**src/rtl/ip_hdr_chksum_ingress.sv**
```systemverilog
// Ingress formatter: forwards every MAC rx beat to the data FIFO and the IPv4 header lines to the checksum engine.
// Optional statistics counters are built when IP_INGRESS_STATS_EN is defined.
`timescale 1ns/1ps

module ip_hdr_chksum_ingress #(
  parameter  int DATA_WIDTH     = 256,
  parameter  int DATA_BYTES     = DATA_WIDTH / 8,
  parameter  int KEEP_WIDTH     = DATA_BYTES,
  parameter  int PADBYTES_WIDTH = $clog2(DATA_BYTES),
  parameter  int CHKSUM_OFFSET  = 10,
  parameter  int HDR_CNT_W      = $clog2(60 / DATA_BYTES + 2),
  parameter  int TS_WIDTH       = 64,
  localparam int FIFO_WIDTH     = DATA_WIDTH + PADBYTES_WIDTH + 1 + TS_WIDTH
) (
  input  logic                      clk,
  input  logic                      rst_n,
  input  logic                      src_in_val,
  input  logic [TS_WIDTH-1:0]       src_in_timestamp,
  output logic                      in_src_rdy,
  input  logic [DATA_WIDTH-1:0]     src_in_data,
  input  logic                      src_in_last,
  input  logic [PADBYTES_WIDTH-1:0] src_in_padbytes,
  output logic                      chksum_cmd_val,
  output logic                      chksum_cmd_enable,
  output logic [7:0]                chksum_cmd_start,
  output logic [7:0]                chksum_cmd_offset,
  output logic [15:0]               chksum_cmd_init,
  input  logic                      chksum_cmd_rdy,
  output logic                      chksum_req_val,
  output logic [DATA_WIDTH-1:0]     chksum_req_data,
  output logic [KEEP_WIDTH-1:0]     chksum_req_keep,
  output logic                      chksum_req_last,
  input  logic                      chksum_req_rdy,
  output logic                      fifo_wr_req,
  output logic [FIFO_WIDTH-1:0]     fifo_wr_data,
  input  logic                      fifo_full,
  output logic                      hdr_err,
  output logic                      trunc_err
`ifdef IP_INGRESS_STATS_EN
  ,
  output logic [31:0]               pkt_cnt,
  output logic [31:0]               hdr_err_cnt,
  output logic [31:0]               trunc_cnt
`endif
);

  localparam logic [KEEP_WIDTH-1:0] KEEP_ONES = '1;

  typedef enum logic [1:0] {
    S_IDLE = 2'd0,
    S_HDR  = 2'd1,
    S_BODY = 2'd2
  } state_t;

  state_t                r_state;
  state_t                w_state_next;
  logic [HDR_CNT_W-1:0]  r_cnt;
  logic [HDR_CNT_W-1:0]  w_cnt_next;
  logic [7:0]            r_tail;
  logic [7:0]            w_tail_next;

  logic                  r_req_val;
  logic [DATA_WIDTH-1:0] r_req_data;
  logic [KEEP_WIDTH-1:0] r_req_keep;
  logic                  r_req_last;

  logic                  w_slot_free;
  logic                  w_in_rdy;
  logic                  w_cmd_val;
  logic                  w_accept;
  logic                  w_load;
  logic [KEEP_WIDTH-1:0] w_load_keep;
  logic                  w_load_last;
  logic                  w_hdr_err;
  logic                  w_trunc_err;

  logic [3:0]            w_ver;
  logic [3:0]            w_ihl;
  logic                  w_ok;
  logic [7:0]            w_hdr_bytes;
  logic [7:0]            w_hdr_lines;
  logic [7:0]            w_tail;
  logic [KEEP_WIDTH-1:0] w_pad_keep;

  // Keep mask whose leading 'tail' bytes are valid (MSB is byte 0).
  function automatic logic [KEEP_WIDTH-1:0] f_keep_tail(input logic [7:0] tail);
    return KEEP_ONES << (8'(DATA_BYTES) - tail);
  endfunction

  assign w_ver       = src_in_data[DATA_WIDTH-1 -: 4];
  assign w_ihl       = src_in_data[DATA_WIDTH-5 -: 4];
  assign w_ok        = (w_ver == 4'd4) && (w_ihl >= 4'd5);
  assign w_hdr_bytes = {2'b00, w_ihl, 2'b00};
  assign w_hdr_lines = (w_hdr_bytes + 8'(DATA_BYTES - 1)) / 8'(DATA_BYTES);
  assign w_tail      = w_hdr_bytes - 8'((w_hdr_lines - 8'd1) * 8'(DATA_BYTES));
  assign w_pad_keep  = KEEP_ONES << src_in_padbytes;

  assign w_slot_free = ~r_req_val | chksum_req_rdy;

  // Readiness never depends on src_in_val, and the command valid never on chksum_cmd_rdy.
  always_comb begin
    w_in_rdy  = 1'b0;
    w_cmd_val = 1'b0;
    if (rst_n) begin
      case (r_state)
        S_IDLE: begin
          w_cmd_val = src_in_val & ~fifo_full & w_slot_free;
          w_in_rdy  = chksum_cmd_rdy & ~fifo_full & w_slot_free;
        end
        S_HDR:   w_in_rdy = ~fifo_full & w_slot_free;
        S_BODY:  w_in_rdy = ~fifo_full;
        default: w_in_rdy = 1'b0;
      endcase
    end
  end

  assign w_accept = src_in_val & w_in_rdy;

  always_comb begin
    w_state_next = r_state;
    w_cnt_next   = r_cnt;
    w_tail_next  = r_tail;
    w_load       = 1'b0;
    w_load_keep  = KEEP_ONES;
    w_load_last  = 1'b0;
    w_hdr_err    = 1'b0;
    w_trunc_err  = 1'b0;
    if (w_accept) begin
      case (r_state)
        S_IDLE: begin
          w_tail_next = w_tail;
          if (w_ok) begin
            w_load      = 1'b1;
            w_load_last = (w_hdr_lines == 8'd1) | src_in_last;
            if (w_hdr_lines == 8'd1) begin
              w_load_keep = f_keep_tail(w_tail);
            end else if (src_in_last) begin
              w_load_keep = w_pad_keep;
              w_trunc_err = 1'b1;
            end
          end else begin
            w_hdr_err = 1'b1;
          end
          if (src_in_last) begin
            w_state_next = S_IDLE;
          end else if (w_ok && (w_hdr_lines > 8'd1)) begin
            w_state_next = S_HDR;
            w_cnt_next   = HDR_CNT_W'(w_hdr_lines - 8'd2);
          end else begin
            w_state_next = S_BODY;
          end
        end
        S_HDR: begin
          w_load = 1'b1;
          if (r_cnt == '0) begin
            w_load_last  = 1'b1;
            w_load_keep  = f_keep_tail(r_tail);
            w_state_next = src_in_last ? S_IDLE : S_BODY;
          end else if (src_in_last) begin
            w_load_last  = 1'b1;
            w_load_keep  = w_pad_keep;
            w_trunc_err  = 1'b1;
            w_state_next = S_IDLE;
          end else begin
            w_cnt_next = r_cnt - 1'b1;
          end
        end
        S_BODY: begin
          if (src_in_last) begin
            w_state_next = S_IDLE;
          end
        end
        default: w_state_next = S_IDLE;
      endcase
    end
  end

  always_ff @(posedge clk) begin
    if (!rst_n) begin
      r_state <= S_IDLE;
      r_cnt   <= '0;
      r_tail  <= '0;
    end else begin
      r_state <= w_state_next;
      r_cnt   <= w_cnt_next;
      r_tail  <= w_tail_next;
    end
  end

  // Loads happen only when the slot is free, so held data stays stable under back-pressure.
  always_ff @(posedge clk) begin
    if (!rst_n) begin
      r_req_val  <= 1'b0;
      r_req_data <= '0;
      r_req_keep <= '0;
      r_req_last <= 1'b0;
    end else if (w_load) begin
      r_req_val  <= 1'b1;
      r_req_data <= src_in_data;
      r_req_keep <= w_load_keep;
      r_req_last <= w_load_last;
    end else if (chksum_req_rdy) begin
      r_req_val  <= 1'b0;
    end
  end

  assign in_src_rdy        = w_in_rdy;
  assign chksum_cmd_val    = w_cmd_val;
  assign chksum_cmd_enable = w_ok;
  assign chksum_cmd_start  = 8'd0;
  assign chksum_cmd_offset = 8'(CHKSUM_OFFSET);
  assign chksum_cmd_init   = 16'd0;
  assign chksum_req_val    = r_req_val;
  assign chksum_req_data   = r_req_data;
  assign chksum_req_keep   = r_req_keep;
  assign chksum_req_last   = r_req_last;
  assign fifo_wr_req       = w_accept;
  assign fifo_wr_data      = {src_in_data, src_in_padbytes, src_in_last, src_in_timestamp};
  assign hdr_err           = w_hdr_err;
  assign trunc_err         = w_trunc_err;

`ifdef IP_INGRESS_STATS_EN
  logic [2:0] w_stat_evt;
  assign w_stat_evt = {w_trunc_err, w_hdr_err, w_accept & src_in_last};

  genvar gi;
  generate
    for (gi = 0; gi < 3; gi++) begin : g_stat
      logic [31:0] r_cnt_val;
      always_ff @(posedge clk) begin
        if (!rst_n) begin
          r_cnt_val <= '0;
        end else if (w_stat_evt[gi] && (r_cnt_val != 32'hFFFF_FFFF)) begin
          r_cnt_val <= r_cnt_val + 32'd1;
        end
      end
    end
  endgenerate

  assign pkt_cnt     = g_stat[0].r_cnt_val;
  assign hdr_err_cnt = g_stat[1].r_cnt_val;
  assign trunc_cnt   = g_stat[2].r_cnt_val;
`endif

endmodule

```
**config.mk**
```make
export PLATFORM = sky130hd
export DESIGN_NAME = ip_hdr_chksum_ingress
export DESIGN_NICKNAME = d
export VERILOG_FILES = /design/src/rtl/ip_hdr_chksum_ingress.sv
export SDC_FILE = /design/constraint.sdc
export NUM_CORES = 1
export LEC_CHECK = 0
export CAP_MARGIN = 5
export CORE_AREA = 2 2 383 385
export CTS_CLUSTER_SIZE = 30
export DETAILED_ROUTE_END_ITERATION = 16
export DIE_AREA = 0 0 385 387
export GPL_TIMING_DRIVEN = 0
export RECOVER_POWER = 25
export SETUP_SLACK_MARGIN = 0.5
export SKIP_LAST_GASP = 1
export SYNTH_ARGS = -nofsm -noshare
export SYNTH_HDL_FRONTEND = slang
export SYNTH_SLANG_ARGS = --single-unit
```
**constraint.sdc**
```tcl
create_clock -name clk -period 2.8 [get_ports clk]
set_input_delay 0.28 -clock clk [delete_from_list [all_inputs] [get_ports clk]]
set_output_delay 0.28 -clock clk [all_outputs]
set_load 0.005 [all_outputs]
```
==> results of run 1 <==
[final timing paths]
| kind | endpoint | slack, ps | cells after the start |
|---|---|---|---|
| min reg2reg | chksum_req_data[89] | 450 | 2 |
| max reg2reg | chksum_req_keep[21] | 480 | 6 |
| max | trunc_err | 400 | 8 |
| min | r_tail[4] | 70 | 3 |
[final cells by class]
class | instances | area, um2 | area share, %
Multi-Input combinational cell | 1134 | 5840 | 20.1
Tap cell | 1917 | 2400 | 8.26
Buffer | 472 | 3620 | 12.5
Timing Repair Buffer | 950 | 9690 | 33.4
Inverter | 18 | 82.6 | 0.284
Clock buffer | 60 | 1170 | 4.02
Sequential cell | 300 | 6010 | 20.7
Clock inverter | 12 | 185 | 0.638
Antenna cell | 16 | 40.0 | 0.138
[layout by cell type, fill, tap and decap left out, types with 5 or more instances in the layout]
cell type / Yosys / layout
a21oi_1: 292 / 273
a21oi_2: 0 / 17
a22o_1: 10 / 10
a31oi_1: 7 / 7
a32o_1: 6 / 6
and2_1: 9 / 7
buf_12: 0 / 18
buf_16: 0 / 10
buf_2: 17 / 8
buf_4: 385 / 397
buf_6: 0 / 23
buf_8: 0 / 10
clkbuf_1: 69 / 57
clkbuf_16: 0 / 42
clkbuf_2: 1 / 15
clkbuf_4: 0 / 8
clkbuf_8: 0 / 11
clkdlybuf4s50_1: 0 / 645
conb_1: 2 / 32
dfxtp_1: 300 / 299
diode_2: 0 / 16
dlygate4sd2_1: 0 / 5
dlygate4sd3_1: 0 / 230
inv_1: 16 / 10
nand2_1: 555 / 542
nand2_2: 0 / 7
nand2_4: 0 / 6
nand2b_1: 6 / 5
nand3_1: 16 / 16
nor2_1: 45 / 40
nor3_1: 20 / 12
nor3_2: 2 / 5
nor3_4: 1 / 6
o211ai_1: 6 / 6
o21ai_0: 41 / 34
o21ai_1: 1 / 5
o31ai_1: 7 / 6
[state kept, by name, indices dropped and copies added, names as in the netlist]
| name | count |
|---|---|
| r_tail | 6 |
| chksum_req_keep | 32 |
| chksum_req_data | 256 |
| r_cnt | 2 |
| chksum_req_last | 1 |
| r_state | 2 |
| chksum_req_val | 1 |
[critical path: stages, from the launching register on]
cell and delay, ps:
dfxtp_1 310, inv_1 60, ha_1 180, buf_2 200
nor2_4 150, clkbuf_4 250, a21oi_2 60, nor3_4 150
buf_2 150
[Yosys cell counts, types with 9 or more instances]
master	count
nor3_1	20
a21oi_1	292
inv_1	16
buf_2	17
clkbuf_1	69
nand3_1	16
nor2_1	45
dfxtp_1	300
o21ai_0	41
a22o_1	10
buf_4	385
nand2_1	555
and2_1	9
[through the flow]
stage / util (%) / hold slack (ps)
global placement: 18.0 / 441
CTS: 19.8 / 29.9
global route: 20.0 / 84.8
detailed placement: 18.0 / 446
floorplan: - / 416
finish: 20.0 / 73.1
[per-layer routing]
| metal | vias up | global-route usage (%) | wire length [um] |
|---|---|---|---|
| met4 | 6 | 4.22 | 4220 |
| met1 | 8142 | 19.5 | 50100 |
| li1 | 7898 | - | - |
| met5 | - | 0 | 37 |
| met3 | 285 | 3.87 | 10400 |
| met2 | 1016 | 25.3 | 54700 |
[timing repair]
| item | CTS | global route |
|---|---|---|
| setup buffers | 44 | 5 |
| pin swaps | 26 | 30 |
| endpoints found under the hold margin | 4 | 0 |
| setup endpoints to repair | 298 | 262 |
| cloned | 11 | 0 |
| hold buffers | 3 | 0 |
| resized for setup | 221 | 67 |
[report_power, final]
part / internal [mW] / leakage, nW / switching [mW]
clock: 3.26 / 0.657 / 2.28
combinational: 1.15 / 7.48 / 0.842
sequential: 4.28 / 2.42 / 0.00966
total: 8.69 / 10.6 / 3.13
[logic make-up (layout without fill, tap and decap cells)]
family	count (synthesis)	in the layout	share of synthesized area, %
other	2	48	0.0516
muxes	5	5	0.352
adders and majority gates	8	8	0.739
xor gates and xnor gates	5	5	0.301
AOI/OAI and AO/OA	400	400	15.4
DFF	300	300	41.3
buffers and inverters	490	1512	22.7
and+or+nand+nor	684	684	19.2
==> flow_summary.toml, run 1 <==
[critical_path]
startpoint = "r_cnt[0]"
cp_max_fo = 10
crit_type = "flip-flop to output pin"
crit_required_ps = 2520
cp-end-kind = "output pin"
arrival_ps = 2120
critPathLaunchType = "flip-flop"
r2r_start = "r_cnt[0]"

[outcome]
status = "finished, final reports clean"

[synthesis]
synth_ff_type = "dfxtp_1"
ys_ff_latch = 300
synth_edf_count = 0
seq_area_frac_synth_pct = 41.3
yosys-top-cells-area = "dfxtp_1, buf_4, nand2_1"
synthDistinctLibCells = 64
synth.avg_cell_area_um2 = 7.69
synth_top_area_share_pct = 41.3
ys_warn_count = 0
syn_inst = 1894
async_flop_share_pct = 0
netlist_area_um2 = 14600
synth.largest_area_cell = "dfxtp_1"

[die]
core_um2 = 145000
die-area_um2 = 149000
rows = 140
start_util_pct = 10.0
die_height_um = 387
die_w_um = 385
ios = 986

[min_path]
holdCritStartpoint = "src_in_data[250]"
hp-class = "input pin to flip-flop"

[sta]
fmax_mhz = 417
rsz0062_at_grt = "true"
final.setup_skew_ps = 27.6
setup_ws_ps = 401
slew_headroom_pct = 11.9
tightest_slew_ps = 1320
finalSetupTns_ps = 0
layout_min_cycle_time_ps = 2400
fin_crit_sh_pct = 85.7
report.final.slew_viol_count = 0
hold_viol = 0
setup_violations = 0

[cells_and_area]
fin_cells = 4879
final_cell_area_um2 = 29000
n_fill_cell = 16082
area_delta_synth_final_pct = 99.4
nNetsFinal = 3256
drive_gt1_share_pct = 22.1

[power_and_ir_drop]
peakVddDrop_mv = 0.352
power.density_nw_per_um2 = 407
p_leak_nw = 10.6
report.power.total_mw = 11.8

[clock_tree]
cts_tree = "built"
cts.path.max_buffers = 3
cts.clk_slew.worst_paths_ps = 70
clock-sinks = 300
clk_latency_ps = 600
h-tree-depth = 2
cts_root_buffer = "clkbuf_16"
cts_inserted_buffers = 40

[placed_design]
place_ws_ps = -1770
dp.final_hpwl_mm = 101
portBuffers = 887
placed_cells = 4728
place.gp.congestion = 0.933
placed_area_um2 = 26000

[grt]
antenna_found_initial = 129
globalRouteTotalUtil_pct = 15.3
grt_pass1_vias = 16324
grt_max_degree = 12
overflow = 0
grt_first_pass_wirelength_mm = 153

[detailed_routing]
antenna_left = 0
wl_mm = 119
drcViolationCount = 0
drt-initial-drc-count = 915
vias = 17347
via_per_inst = 3.56
dr.pass1.iters = 5
route.detailed.wl_per_inst_um = 24.5

[job]
drv_cap = 0
(Power assumes the default switching activity.)
==> inputs of run 2 (changes only) <==
--- a/config.mk
+++ b/config.mk
@@ -10,6 +10,7 @@
 export CTS_CLUSTER_SIZE = 30
 export DETAILED_ROUTE_END_ITERATION = 16
 export DIE_AREA = 0 0 385 387
+export GPL_ROUTABILITY_DRIVEN = 0
 export GPL_TIMING_DRIVEN = 0
 export RECOVER_POWER = 25
 export SETUP_SLACK_MARGIN = 0.5
==> run 2 against run 1 <==
Compared with the run above:
- worst hold slack got worse by 28 ps
- clock power decreased by 8.7%
- final area rose by 9.6%
- total power fell by 3.0%
- sequential power barely moved
- final cell count up 0.57%
- largest power group unchanged
- critical path depth grew 4
- critical endpoint is now chksum_req_keep[0]
==> flow_summary.toml, run 2 (same netlist as run 1, synthesis figures left out) <==
[sta]
tightest_slew_ps = 1220
final.setup_skew_ps = 26.6
fin_crit_sh_pct = 86.3
fmax_mhz = 414
report.final.slew_viol_count = 0
setup_violations = 0
slew_headroom_pct = 18.9
layout_min_cycle_time_ps = 2420
hold_viol = 0
rsz0062_at_grt = "true"

[die]
start_util_pct = 10.0
rows = 140
core_um2 = 145000
ios = 986
die_w_um = 385
die-area_um2 = 149000
die_height_um = 387

[placed_design]
portBuffers = 887
placed_area_um2 = 26000
placed_cells = 4728
dp.final_hpwl_mm = 100

[power_and_ir_drop]
report.power.total_mw = 11.5
p_leak_nw = 12.6
power.density_nw_per_um2 = 360
peakVddDrop_mv = 0.364

[detailed_routing]
dr.pass1.iters = 6
via_per_inst = 3.66
vias = 17942
antenna_left = 0
route.detailed.wl_per_inst_um = 25.5
drt-initial-drc-count = 1101
wl_mm = 125
drcViolationCount = 0

[critical_path]
crit_type = "input pin to flip-flop"
crit_required_ps = 3300
crit_family = "compound AO/OA/AOI/OAI gates"
cp-end-kind = "flip-flop"
critPathBufInv = 4
slowest_delay_ps = 460
cpMostUsedCell = "a211o_4"
path_cells = "buf_8 > clkbuf_16 > nor3_4 > ha_4 > inv_2 > fa_2 > a211o_4 > a211o_4 > nor4_4 > buf_4 > a211oi_1 > a21oi_1"
critPathLaunchType = "input pin"
arrival_ps = 2920
cp_max_fo = 4
slowest_stage = "fa_2"

[cells_and_area]
mostFrequentLayoutCell = "clkdlybuf4s50_1"
area_delta_synth_final_pct = 119
final_util_pct = 22.0
layout_common_cells = "clkdlybuf4s50_1, buf_4, nand2_1"
largest_reg_flops = 256
nNetsFinal = 3288
fin_cells = 4907
drive_gt1_share_pct = 35.6
final_cell_area_um2 = 31800

[grt]
overflow = 0
globalRouteTotalUtil_pct = 15.2
grt_first_pass_wirelength_mm = 152
grt_pass1_vias = 16502
grt_max_degree = 13
antenna_found_initial = 112

[clock_tree]
cts_inserted_buffers = 39
cts_tree = "built"
clock-sinks = 300
cts.path.max_buffers = 3
h-tree-depth = 2
cts.clk_slew.worst_paths_ps = 60
clk_latency_ps = 600
cts_root_buffer = "clkbuf_16"

[outcome]
status = "finished, final reports clean"

[min_path]
hp-class = "input pin to flip-flop"

[job]
drv_cap = 0
[run 2: cell types whose count changed in the layout (fill, tap and decap cells not counted), moves of 4 or more]
cell / before / now
a21oi_1: 273 / 87
o21ai_1: 5 / 9
clkinv_2: 1 / 8
buf_6: 23 / 18
a21oi_2: 17 / 203
clkbuf_1: 57 / 48
clkbuf_16: 42 / 68
nand2_1: 542 / 368
dlygate4sd3_1: 230 / 226
nand2_4: 6 / 173
inv_6: 4 / 0
nand2_2: 7 / 12
buf_12: 18 / 34
[run 2: power by group]
| group | switching (mW) | internal [mW] | leakage [nW] | total, mW |
|---|---|---|---|---|
| Combinational | 0.943 | 1.17 | 9.55 | 2.11 |
| Clock | 2.19 | 2.88 | 0.613 | 5.06 |
| Sequential | 0.00914 | 4.28 | 2.42 | 4.29 |
[run 2: layout make-up]
class,count,area [um2]
tap,1917,2400
buffer,472,3810
sequential,300,6010
clock buffer,55,1120
antenna,14,35.0
fill,15723,113000
multi-input combinational,1135,7860
clock inverter,14,129
inverter,18,87.6
timing repair buffer,982,10400
[run 2: worst min-delay path: cells and delay by family]
kind | cells | cell delay (ps)
buffers and inverters | 1 | 180
AOI/OAI and AO/OA | 1 | 50
and+or+nand+nor | 1 | 70
[run 2: metal layers]
layer	wire length [um]	part of all wire [%]	global-route usage, %	up-vias
met4	5790	4.6	4.69	12
met2	57200	46	25.0	1098
met3	11100	8.9	4.57	329
met5	72	0.058	0	-
met1	50900	41	18.8	8530
li1	-	-	-	7973
[run 2: timing repair]
action                     4_1_cts  5_1_grt
resized for setup              202      697
setup endpoints to repair      299      290
gates cloned                     7       29
setup buffers                   42       17
hold buffers                     1        0
hold endpoints to repair         2        0
pin swaps                       26      297
[run 2: stage by stage]
step                hold WS, ps  setup TNS, ps  setup slack (ps)
CTS                        2.25              0               309
floorplan                   416              0              78.3
global placement            441        -460310             -2110
detailed placement          446        -402860             -1720
finish                     45.0              0               383
global route               33.4              0               301
[run 2: final timing paths]
check	startpoint	to	slack [ps]	depth (start not counted)
max	src_in_data[248]	chksum_req_keep[0]	380	12
min	src_in_data[250]	chksum_req_data[250]	50	3
max reg2reg	chksum_req_val	chksum_req_data[202]	410	11
min reg2reg	chksum_req_data[2]	chksum_req_data[2]	450	2
==> inputs of run 3 (changes only) <==
--- a/config.mk
+++ b/config.mk
@@ -10,11 +10,9 @@
 export CTS_CLUSTER_SIZE = 30
 export DETAILED_ROUTE_END_ITERATION = 16
 export DIE_AREA = 0 0 385 387
-export GPL_ROUTABILITY_DRIVEN = 0
-export GPL_TIMING_DRIVEN = 0
+export GPL_ROUTABILITY_DRIVEN = 1
 export RECOVER_POWER = 25
 export SETUP_SLACK_MARGIN = 0.5
-export SKIP_LAST_GASP = 1
 export SYNTH_ARGS = -nofsm -noshare
 export SYNTH_HDL_FRONTEND = slang
 export SYNTH_SLANG_ARGS = --single-unit
==> run 3 against run 2 <==
Compared with the run above:
- clock power rose by 4.7%
- critical path type is now flip-flop to output pin
- final cell count fell by 10%
- non-clock buffer count fell by 480
- critical path depth fell by 6
- combinational power fell by 33%
- worst hold slack improved by 97 ps
- wire length fell by 16%
- worst setup slack got worse by 16 ps
==> flow_summary.toml, run 3 (same netlist as run 1, synthesis figures left out) <==
[outcome]
status = "finished, final reports clean"

[clock_tree]
clock-sinks = 300
cts.clk_slew.worst_paths_ps = 60
clk_latency_ps = 590
cts_inserted_buffers = 39
cts_tree = "built"
h-tree-depth = 2
cts_root_buffer = "clkbuf_16"
cts.path.max_buffers = 3

[sta]
finalSetupTns_ps = 0
hold_viol = 0
fin_crit_sh_pct = 86.9
tightest_slew_ps = 1410
setup_violations = 0
rsz0062_at_grt = "true"
final.setup_skew_ps = 16.4
report.final.slew_viol_count = 0
slew_headroom_pct = 5.74
layout_min_cycle_time_ps = 2430
fmax_mhz = 411

[placed_design]
dp.final_hpwl_mm = 86.9
place.gp.congestion = 0.910
portBuffers = 825
placed_cells = 4298
placed_area_um2 = 23200

[cells_and_area]
drive_gt1_share_pct = 13.1
area_delta_synth_final_pct = 76.6
n_fill_cell = 16236
fin_cells = 4414
final_cell_area_um2 = 25700
mostFrequentLayoutCell = "clkdlybuf4s50_1"
largest_reg_flops = 256
layout_common_cells = "clkdlybuf4s50_1, nand2_1, dfxtp_1"
nNetsFinal = 2807

[critical_path]
critPathLaunchType = "flip-flop"
cp-end-kind = "output pin"
slowest_delay_ps = 590
path_cells = "nor2b_4 > or4_4 > buf_6 > nor3_4 > buf_6 > buf_6"
slowest_stage = "or4_4"
crit_type = "flip-flop to output pin"
arrival_ps = 2150
cpMostUsedCell = "buf_6"
cp_max_fo = 4
crit_required_ps = 2520
critPathBufInv = 3
crit_family = "simple AND/OR/NAND/NOR gates"

[detailed_routing]
vias = 15348
drt-initial-drc-count = 858
dr.pass1.iters = 6
via_per_inst = 3.48
drcViolationCount = 0
route.detailed.wl_per_inst_um = 23.9
wl_mm = 105
antenna_left = 0

[power_and_ir_drop]
p_seq_share_pct = 38.9
p_leak_nw = 8.66
power.density_nw_per_um2 = 429
comb_power_share_pct = 12.9
peakVddDrop_mv = 0.326
switching_share_pct = 25.0
report.power.total_mw = 11.0
p_sw_mw = 2.76
power.internal_mw = 8.26
pwr-share-clk_pct = 48.1

[die]
start_util_pct = 10.0
die_height_um = 387
core_um2 = 145000
die_w_um = 385
die-area_um2 = 149000
ios = 986
rows = 140

[grt]
grt_first_pass_wirelength_mm = 131
antenna_found_initial = 111
grt_max_degree = 170
globalRouteTotalUtil_pct = 13.0
grt_pass1_vias = 14157
overflow = 0

[job]
drv_cap = 0

[min_path]
hp-class = "input pin to flip-flop"
-- run 3: what timing repair did --
item	in CTS	in global routing
pin swaps	18	50
gates cloned	0	17
setup buffers	9	18
hold buffers	1	0
setup endpoints to repair	181	284
gates resized for setup	47	150
endpoints found under the hold margin	1	0
-- run 3: per-layer routing --
layer / share of wire [%] / track usage, % / vias up
li1: - / - / 6968
met1: 41 / 16.0 / 7125
met2: 46 / 21.8 / 984
met3: 9.2 / 4.39 / 263
met4: 3.0 / 2.57 / 8
met5: 0.045 / 0 / -
-- run 3: stage by stage --
stage	util, %	hold WS (ps)	worst slack [ps]
CTS	17.0	106	276
detailed placement	16.0	446	-577
global placement	16.0	441	-523
finish	17.7	142	367
floorplan	-	416	78.3
global route	17.7	144	295
-- run 3: worst register-to-register path: stages, from the launching register on --
cell,delay [ps]
dfxtp_2,320
nor2b_4,130
or4_4,590
buf_6,170
nor3_4,160
buf_6,140
buf_12,120
buf_12,130
clkbuf_16,170
clkbuf_16,190
nand2_4,60
a21oi_2,130
-- run 3: path summary, 6_finish.rpt --
path / from / to / slack, ps / cells after the start
max: chksum_req_val / trunc_err / 370 / 6
min: src_in_data[249] / chksum_req_data[249] / 140 / 4
max reg2reg: chksum_req_val / chksum_req_data[60] / 440 / 11
min reg2reg: chksum_req_data[227] / chksum_req_data[227] / 450 / 2
-- run 3: final cells by class --
class / count / area (um2) / area share (%)
timing repair buffer: 974 / 10100 / 39.1
tap: 1917 / 2400 / 9.33
multi-input combinational: 1134 / 5860 / 22.8
antenna: 6 / 15.0 / 0.0584
inverter: 18 / 77.6 / 0.302
sequential: 300 / 6010 / 23.4
clock buffer: 55 / 1110 / 4.30
clock inverter: 10 / 186 / 0.725
-- run 3: power by group through the flow --
stage               clock network [mW]  logic, mW  registers, mW
global route                      5.66       1.51           4.29
CTS                               5.50       1.44           4.29
detailed placement                   0       1.42           4.38
finish                            5.30       1.42           4.29
global placement                     0       1.42           4.38
floorplan                            0      0.674           4.38
